<file path="config.mk">
export PLATFORM = sky130hd
export DESIGN_NAME = speck_decryptor
export DESIGN_NICKNAME = d
export VERILOG_FILES = /design/src/rtl/speck_decryptor.sv
export SDC_FILE = /design/constraint.sdc
export NUM_CORES = 1
export LEC_CHECK = 0
export ABC_AREA = 1
export BUFFER_PORTS_ARGS = -buffer_cell sky130_fd_sc_hd__buf_2
export CORE_AREA = 3 3 387 389
export CTS_CLUSTER_DIAMETER = 200
export CTS_CLUSTER_SIZE = 25
export DETAILED_ROUTE_END_ITERATION = 6
export DIE_AREA = 0 0 390 392
export HOLD_SLACK_MARGIN = 0.1
export PLACE_DENSITY = 0.39
export SLEW_MARGIN = 15
export SYNTH_ARGS = -nofsm -noshare
export SYNTH_HDL_FRONTEND = slang
export SYNTH_SLANG_ARGS = --single-unit
</file>
<file path="constraint.sdc">
create_clock -name clk -period 5.6 [get_ports clk]
set_input_delay 0.56 -clock clk [delete_from_list [all_inputs] [get_ports clk]]
set_output_delay 0.56 -clock clk [all_outputs]
set_load 0.03 [all_outputs]
</file>
<file path="src/rtl/speck_decryptor.sv">
// Iterative Speck decryptor: one inverse round per clock, applying the round
// keys in reverse order, so it undoes the matching Speck encryptor block.
//
// Handshake: start is sampled on rising clk edges and is only accepted while
// busy=0. The accepting edge loads the ciphertext, raises busy and clears
// done. ROUNDS edges later, pt_x/pt_y are written, busy falls and done rises.
// done stays high with the plaintext held until the next accepted start.
// While busy=1, start is ignored (there is no queueing), and rk_flat must be
// held stable.
module speck_decryptor #(
    parameter int W      = 32,
    parameter int ROUNDS = 27,  // 1..63, bounded by the 6-bit round counter
    parameter int ALPHA  = 8,
    parameter int BETA   = 3
) (
    input  logic                  clk,
    input  logic                  rst,
    input  logic                  start,
    input  logic [W-1:0]          ct_x,
    input  logic [W-1:0]          ct_y,
    input  logic [W*ROUNDS-1:0]   rk_flat,
    output logic [W-1:0]          pt_x,
    output logic [W-1:0]          pt_y,
    output logic                  busy,
    output logic                  done
);

    localparam logic [0:0] S_IDLE     = 1'b0;
    localparam logic [0:0] S_RUN      = 1'b1;
    localparam logic [5:0] LAST_ROUND = 6'(ROUNDS - 1);

    logic [0:0]   r_state;
    logic [W-1:0] r_x;
    logic [W-1:0] r_y;
    logic [W-1:0] r_pt_x;
    logic [W-1:0] r_pt_y;
    logic [5:0]   r_round;
    logic         r_done;

    logic [W-1:0] w_key;
    logic [W-1:0] w_t;
    logic [W-1:0] w_y_next;
    logic [W-1:0] w_u;
    logic [W-1:0] w_x_next;

    // Select the round key for the current round index (rk[round]).
    always_comb begin
        w_key = '0;
        for (int i = 0; i < ROUNDS; i++) begin
            if (r_round == 6'(i)) begin
                w_key = rk_flat[i*W +: W];
            end
        end
    end

    // Inverse Speck round: y' = ROR(y^x, BETA); x' = ROL((x^k) - y', ALPHA).
    always_comb begin
        w_t      = r_y ^ r_x;
        w_y_next = (w_t >> BETA) | (w_t << (W - BETA));
        w_u      = (r_x ^ w_key) - w_y_next;
        w_x_next = (w_u << ALPHA) | (w_u >> (W - ALPHA));
    end

    // Control FSM plus datapath registers; the last round writes straight
    // into the plaintext registers so x/y never appear on the outputs.
    always_ff @(posedge clk or posedge rst) begin
        if (rst) begin
            r_state <= S_IDLE;
            r_x     <= '0;
            r_y     <= '0;
            r_pt_x  <= '0;
            r_pt_y  <= '0;
            r_round <= '0;
            r_done  <= 1'b0;
        end else begin
            case (r_state)
                S_IDLE: begin
                    if (start) begin
                        r_x     <= ct_x;
                        r_y     <= ct_y;
                        r_round <= LAST_ROUND;
                        r_done  <= 1'b0;
                        r_state <= S_RUN;
                    end
                end
                S_RUN: begin
                    if (r_round != 6'd0) begin
                        r_x     <= w_x_next;
                        r_y     <= w_y_next;
                        r_round <= r_round - 6'd1;
                    end else begin
                        r_pt_x  <= w_x_next;
                        r_pt_y  <= w_y_next;
                        r_done  <= 1'b1;
                        r_state <= S_IDLE;
                    end
                end
            endcase
        end
    end

    assign pt_x = r_pt_x;
    assign pt_y = r_pt_y;
    assign busy = (r_state == S_RUN);
    assign done = r_done;

endmodule

</file>
# Yosys cells after proc, flatten, opt, wreduce, memory -nomap -nowiden
# Cells that the tools add are included.
# totals
register_bits	136
inputBits	931
out_inout_bits	66
word_cells	91
# op_classes
addsub	2
eq_ne	29
n_mux	42
n_bitwise	6
n_reduce_logical	5
# ops
operator	n
$mux 32	31
$pmux 32 s2	2
$eq 6x5->1 const B	11
$xor 32x32->32	2
$eq 6x4->1 const B	8
$or 29x32->32	1
$or 32x8->32	1
$sub 32x32->32	1
$eq 6x3->1 const B	4
$eq 6x2->1 const B	2
$mux 6	2
$pmux 6 s2	1
$eq 6x1->1 const B	1
$logic_not 6->1	1
$reduce_and 2->1	3
$reduce_bool 6->1	1
$sub 6x1->6 const B	1
$mux 1	4
$ne 2x2->1 const B	2
$pmux 1 s2	2
$ne 2x1->1 const B	1
$not 1->1	2

# Longest topological paths before layout
# depth
depth_word	33
mapped_depth	61
depth_no_buf	60

# Worst setup path before layout
# No wires, ideal clock.
# synth_timing
path_type	flip-flop to flip-flop
startpoint	register r_round[1]
endpoint	register r_x[6]
setup_ps	127
arrival_ps	5738
required_time_ps	5473
setup_slack_ps	-264
path_stages_with_launch	59
path_buffers	2
synth_period_minus_slack_ps	5864
path_cell_list	dfrtp_1 -> inv_1 -> ha_1 -> nand2_4 -> nor2_1 -> buf_2 -> buf_2 -> a21oi_1 -> nand2_1 -> nand2_1 -> nand3_1 -> nand2_1 -> nand3_1 -> nand3_1 -> nand3_1 -> nand2_1 -> nand3_1 -> nand3_1 -> [23 not listed] -> nand2_1 -> nand2_1 -> a21oi_1 -> o21bai_2 -> a21oi_1 -> o21ai_2 -> nand3_1 -> nand2_1 -> nand2_1 -> nand2_2 -> nand2_1 -> nand2_2 -> nand3_1 -> nand2_1 -> xor2_1 -> nand2_1 -> o211ai_1 -> o21ai_1
# synth_between
elab_chain_len	33
word_cells_on_any_way	62
cone_classes	1 x add/sub; 27 x eq/ne; 29 x mux; 2 x bitwise; 3 x reduce/logical
# synth_rtl
element	line_no	source
from (decl)	37	logic [5:0] r_round;
from (signal assigned)	90	r_round <= r_round - 6'd1;
$logic_not 6->1	50	if (r_round == 6'(i)) begin
$mux 32 (27 in a row)	50	
$xor 32x32->32	60	w_u = (r_x ^ w_key) - w_y_next;
$sub 32x32->32	60	
$or 32x8->32	61	w_x_next = (w_u << ALPHA) | (w_u >> (W - ALPHA));
$mux 32	87	if (r_round != 6'd0) begin
$pmux 32 s2	76	case (r_state)
to (signal assigned)	79	r_x <= ct_x;
to (signal assigned)	88	r_x <= w_x_next;
to (decl)	33	logic [W-1:0] r_x;
# Several ways; a longest one is shown, not always the timed one. The select of a mux whose other input is x is not followed.
# A chain may end at the register's enable or synchronous reset.

# Worst setup path after layout
# layout_timing
startpoint	register r_round[1]
endpoint	register r_x[2]
# Same word-level chain as after synthesis.

==> flow_summary.yaml <==
power_and_ir_drop:
  vdd_drop_max_mv: 0.673
  p_sw_mw: 15.8
  p_clk_share_pct: 3.7
  power_frac_seq_pct: 6.9
  combPwrFrac_pct: 89.5
  intPower_mw: 14.2
  finalPower_mw: 30.0
  p_leak_nw: 15.0
  switching_share_pct: 52.7
  power_density_mw_per_mm2: 1010
clock_tree:
  ctsLongestPathBuffers: 2
  clk_latency_ns: 0.46
  cts_buffers: 17
  cts_tree: "yes"
  cts_sinks: 136
  clkTransAtPathRegs_ns: 0.07
  htree_levels: 4
  clockRootBuffer: "clkbuf_16"
synth:
  synth_most_common_cell: "nand2_1"
  ys_seq_elements: 136
  synth_xor_area_share_pct: 3.38
  yosys-top-cells-count: "nand2_1 (1137), nand3_1 (317), a21oi_1 (216)"
  yosysTopAreaCell: "nand2_1"
  synth.distinct_cells: 46
  yosysWarningCount: 0
  synth-seq-area-share_pct: 20.9
  syn_area_mm2: 0.0163
  synth-edff-count: 0
  synthMuxAreaShare_pct: 0
  synth_flop_cell: "dfrtp_1"
  synth.area.top_cells: "nand2_1 (26%), dfrtp_1 (21%), nand3_1 (9.7%)"
  async_flop_share_pct: 100
  syn_area_per_cell_um2: 5.63
  synth-simple-area-share_pct: 46.1
  synthAdderAreaFrac_pct: 3.19
  netlist_instances: 2897
  synth_top_family_by_area: "simple AND/OR/NAND/NOR gates"
  synth_top_area_share_pct: 26.1
  synth_compound_area_share_pct: 18.6
  synth_fp_nets: 3869
floorplan:
  start_util_pct: 11.1
  dieArea_mm2: 0.153
  die_w_um: 390
  die_h_um: 392
  core_mm2: 0.147
  io_pins: 997
  row_count: 141
timing:
  setup_slack_ns: -0.914
  tightestPinTransition_ns: 1.08
  fin_hold_ws_ns: 0.352
  skew_ns: 0.0135
  hold_violations: 0
  drv_slew: 0
  finalCritPeriodShare_pct: 116
  relSlewSlack_pct: 27.6
  setup_viol: 35
  tns_ns: -19.35
  fmax_mhz: 154
  min_period_ns: 6.51
  rsz0062_at_grt: "true"
detailed_routing:
  viasPerCell: 4.12
  drc_errors: 0
  vias: 25275
  first_pass_iters: 6
  wl_um: 151000
  ant_nets: 0
  dr.first_iter.drc_count: 1412
  wl_per_cell_um: 24.6
layout:
  postLayoutCellArea_mm2: 0.0296
  area_delta_synth_final_pct: 81.5
  seq_area_mm2: 0.00341
  final_nets: 5143
  fillers: 17271
  layout-drive-gt1-share_pct: 47.7
  multi_input_area_mm2: 0.0137
run_status:
  status: "finished, violations left"
  violations: "setup timing"
critical_path:
  worstPathRequired_ns: 5.94
  crit_fanout: 7
  critPathArrivalTime_ns: 6.86
  critPathMaxStageDelay_ns: 0.40
  critPathLaunchType: "register"
  crit_slowest_cell: "dfrtp_1"
  crit_path_end_kind: "register"
  path_class: "register to register"
  r2r_cells: 56
  path_common_cell: "nand2_1"
global_route:
  grt_max_degree: 84
  grt_pass1_vias: 25735
  grtUsageTotal_pct: 18.8
  overflow: 0
  grt_pass1_wl_um: 203000
  antenna_found_initial: 63
placed_design:
  placed_area_mm2: 0.0265
  pre_cts_slack_ns: -1.51
  place_congestion: 0.953
  portBuffers: 996
  dp_hpwl_um: 133000
flow_run:
  drv_cap: 0
worst_hold_path:
  hp-class: "primary input to register"
  hold_path_depth: 3
-- timing repair --
| action | 4_1_cts | 5_1_grt |
|---|---|---|
| buffers inserted | 39 | 24 |
| cloned | 1 | 0 |
| hold buffers | 1 | 0 |
| gates resized for setup | 350 | 166 |
| pin swaps | 104 | 142 |
| endpoints found under the setup margin | 51 | 52 |
| endpoints found under the hold margin | 11 | 0 |
-- layer usage --
layer / global-route usage, % / vias to the layer above / wire, µm / part of all wire (%)
li1: - / 12057 / - / -
met1: 23.4 / 12092 / 63700 / 42
met2: 34.6 / 948 / 76300 / 51
met3: 2.83 / 156 / 7620 / 5.0
met4: 3.18 / 22 / 3060 / 2.0
met5: 0 / - / 163 / 0.11
-- placed cells by master (no fill, tap or decap), types with 20 or more instances in the layout --
cell,instances
nand2_1,975
inv_1,125
xnor2_1,35
nand3_2,78
o211ai_1,79
buf_2,996
o21ai_0,156
nand3_1,220
buf_4,369
nor2_1,154
buf_12,32
nand2_4,25
or2_2,101
a21oi_2,25
diode_2,23
nand2_2,142
a21oi_1,187
nand3_4,20
dfrtp_1,133
ha_4,20
buf_6,33
o21ai_1,40
-- cells by family (layout without fill, tap and decap cells) --
group	count (synthesis)	after routing
AOI/OAI and AO/OA	546	546
xor gates and xnor gates	63	63
adders and majority gates	41	41
buffers and inverters	327	1613
DFF	136	136
other	0	23
and+or+nand+nor	1784	1784
-- worst paths after layout --
check,end,slack (ns),startpoint
max,r_x[2],-0.91,r_round[1]
min,r_x[3],0.35,ct_x[3]
max reg2reg,r_x[2],-0.91,r_round[1]
min reg2reg,pt_x[10],0.47,pt_x[10]
max in group asynchronous,busy,3.83,rst
min in group asynchronous,pt_y[3],0.63,rst
-- registers in the layout, summed over array words and instances, names as in the netlist --
register  cells
pt_x         32
pt_y         32
r_x          32
r_y          32
r_round       6
busy          1
done          1
-- worst max-delay path, delay by kind of cell (launching register included) --
| family | cells | cell delay [ns] |
|---|---|---|
| and+or+nand+nor | 37 | 3.35 |
| AOI/OAI and AO/OA | 10 | 1.29 |
| buffers and inverters | 6 | 0.77 |
| DFF | 1 | 0.40 |
| adders and majority gates | 2 | 0.37 |
| xor gates and xnor gates | 1 | 0.18 |
-- per-stage QoR --
stage | instances | utilization [%]
6_report | 6136 | 20.1
5_1_grt | 6125 | 20.1
3_3_place_gp | 6032 | 18.0
2_1_floorplan | 2897 | -
3_5_place_dp | 6032 | 18.0
4_1_cts | 6099 | 19.6
-- cell type report --
type,count,area share [%]
Sequential cell,136,11.5
Clock inverter,10,0.241
Antenna cell,23,0.194
Tap cell,1930,8.15
Inverter,147,1.93
Clock buffer,21,1.59
Timing Repair Buffer,1435,30.0
Multi-Input combinational cell,2434,46.4
-- power groups by stage --
stage | Sequential [mW] | Combinational [mW] | Clock, mW
finish | 2.06 | 26.8 | 1.10
global route | 2.12 | 29.0 | 1.16
CTS | 2.06 | 24.9 | 1.12
detailed placement | 2.06 | 21.5 | 0
global placement | 2.06 | 21.6 | 0
floorplan | 2.26 | 9.44 | 0
Power figures use the tool's default switching activity.
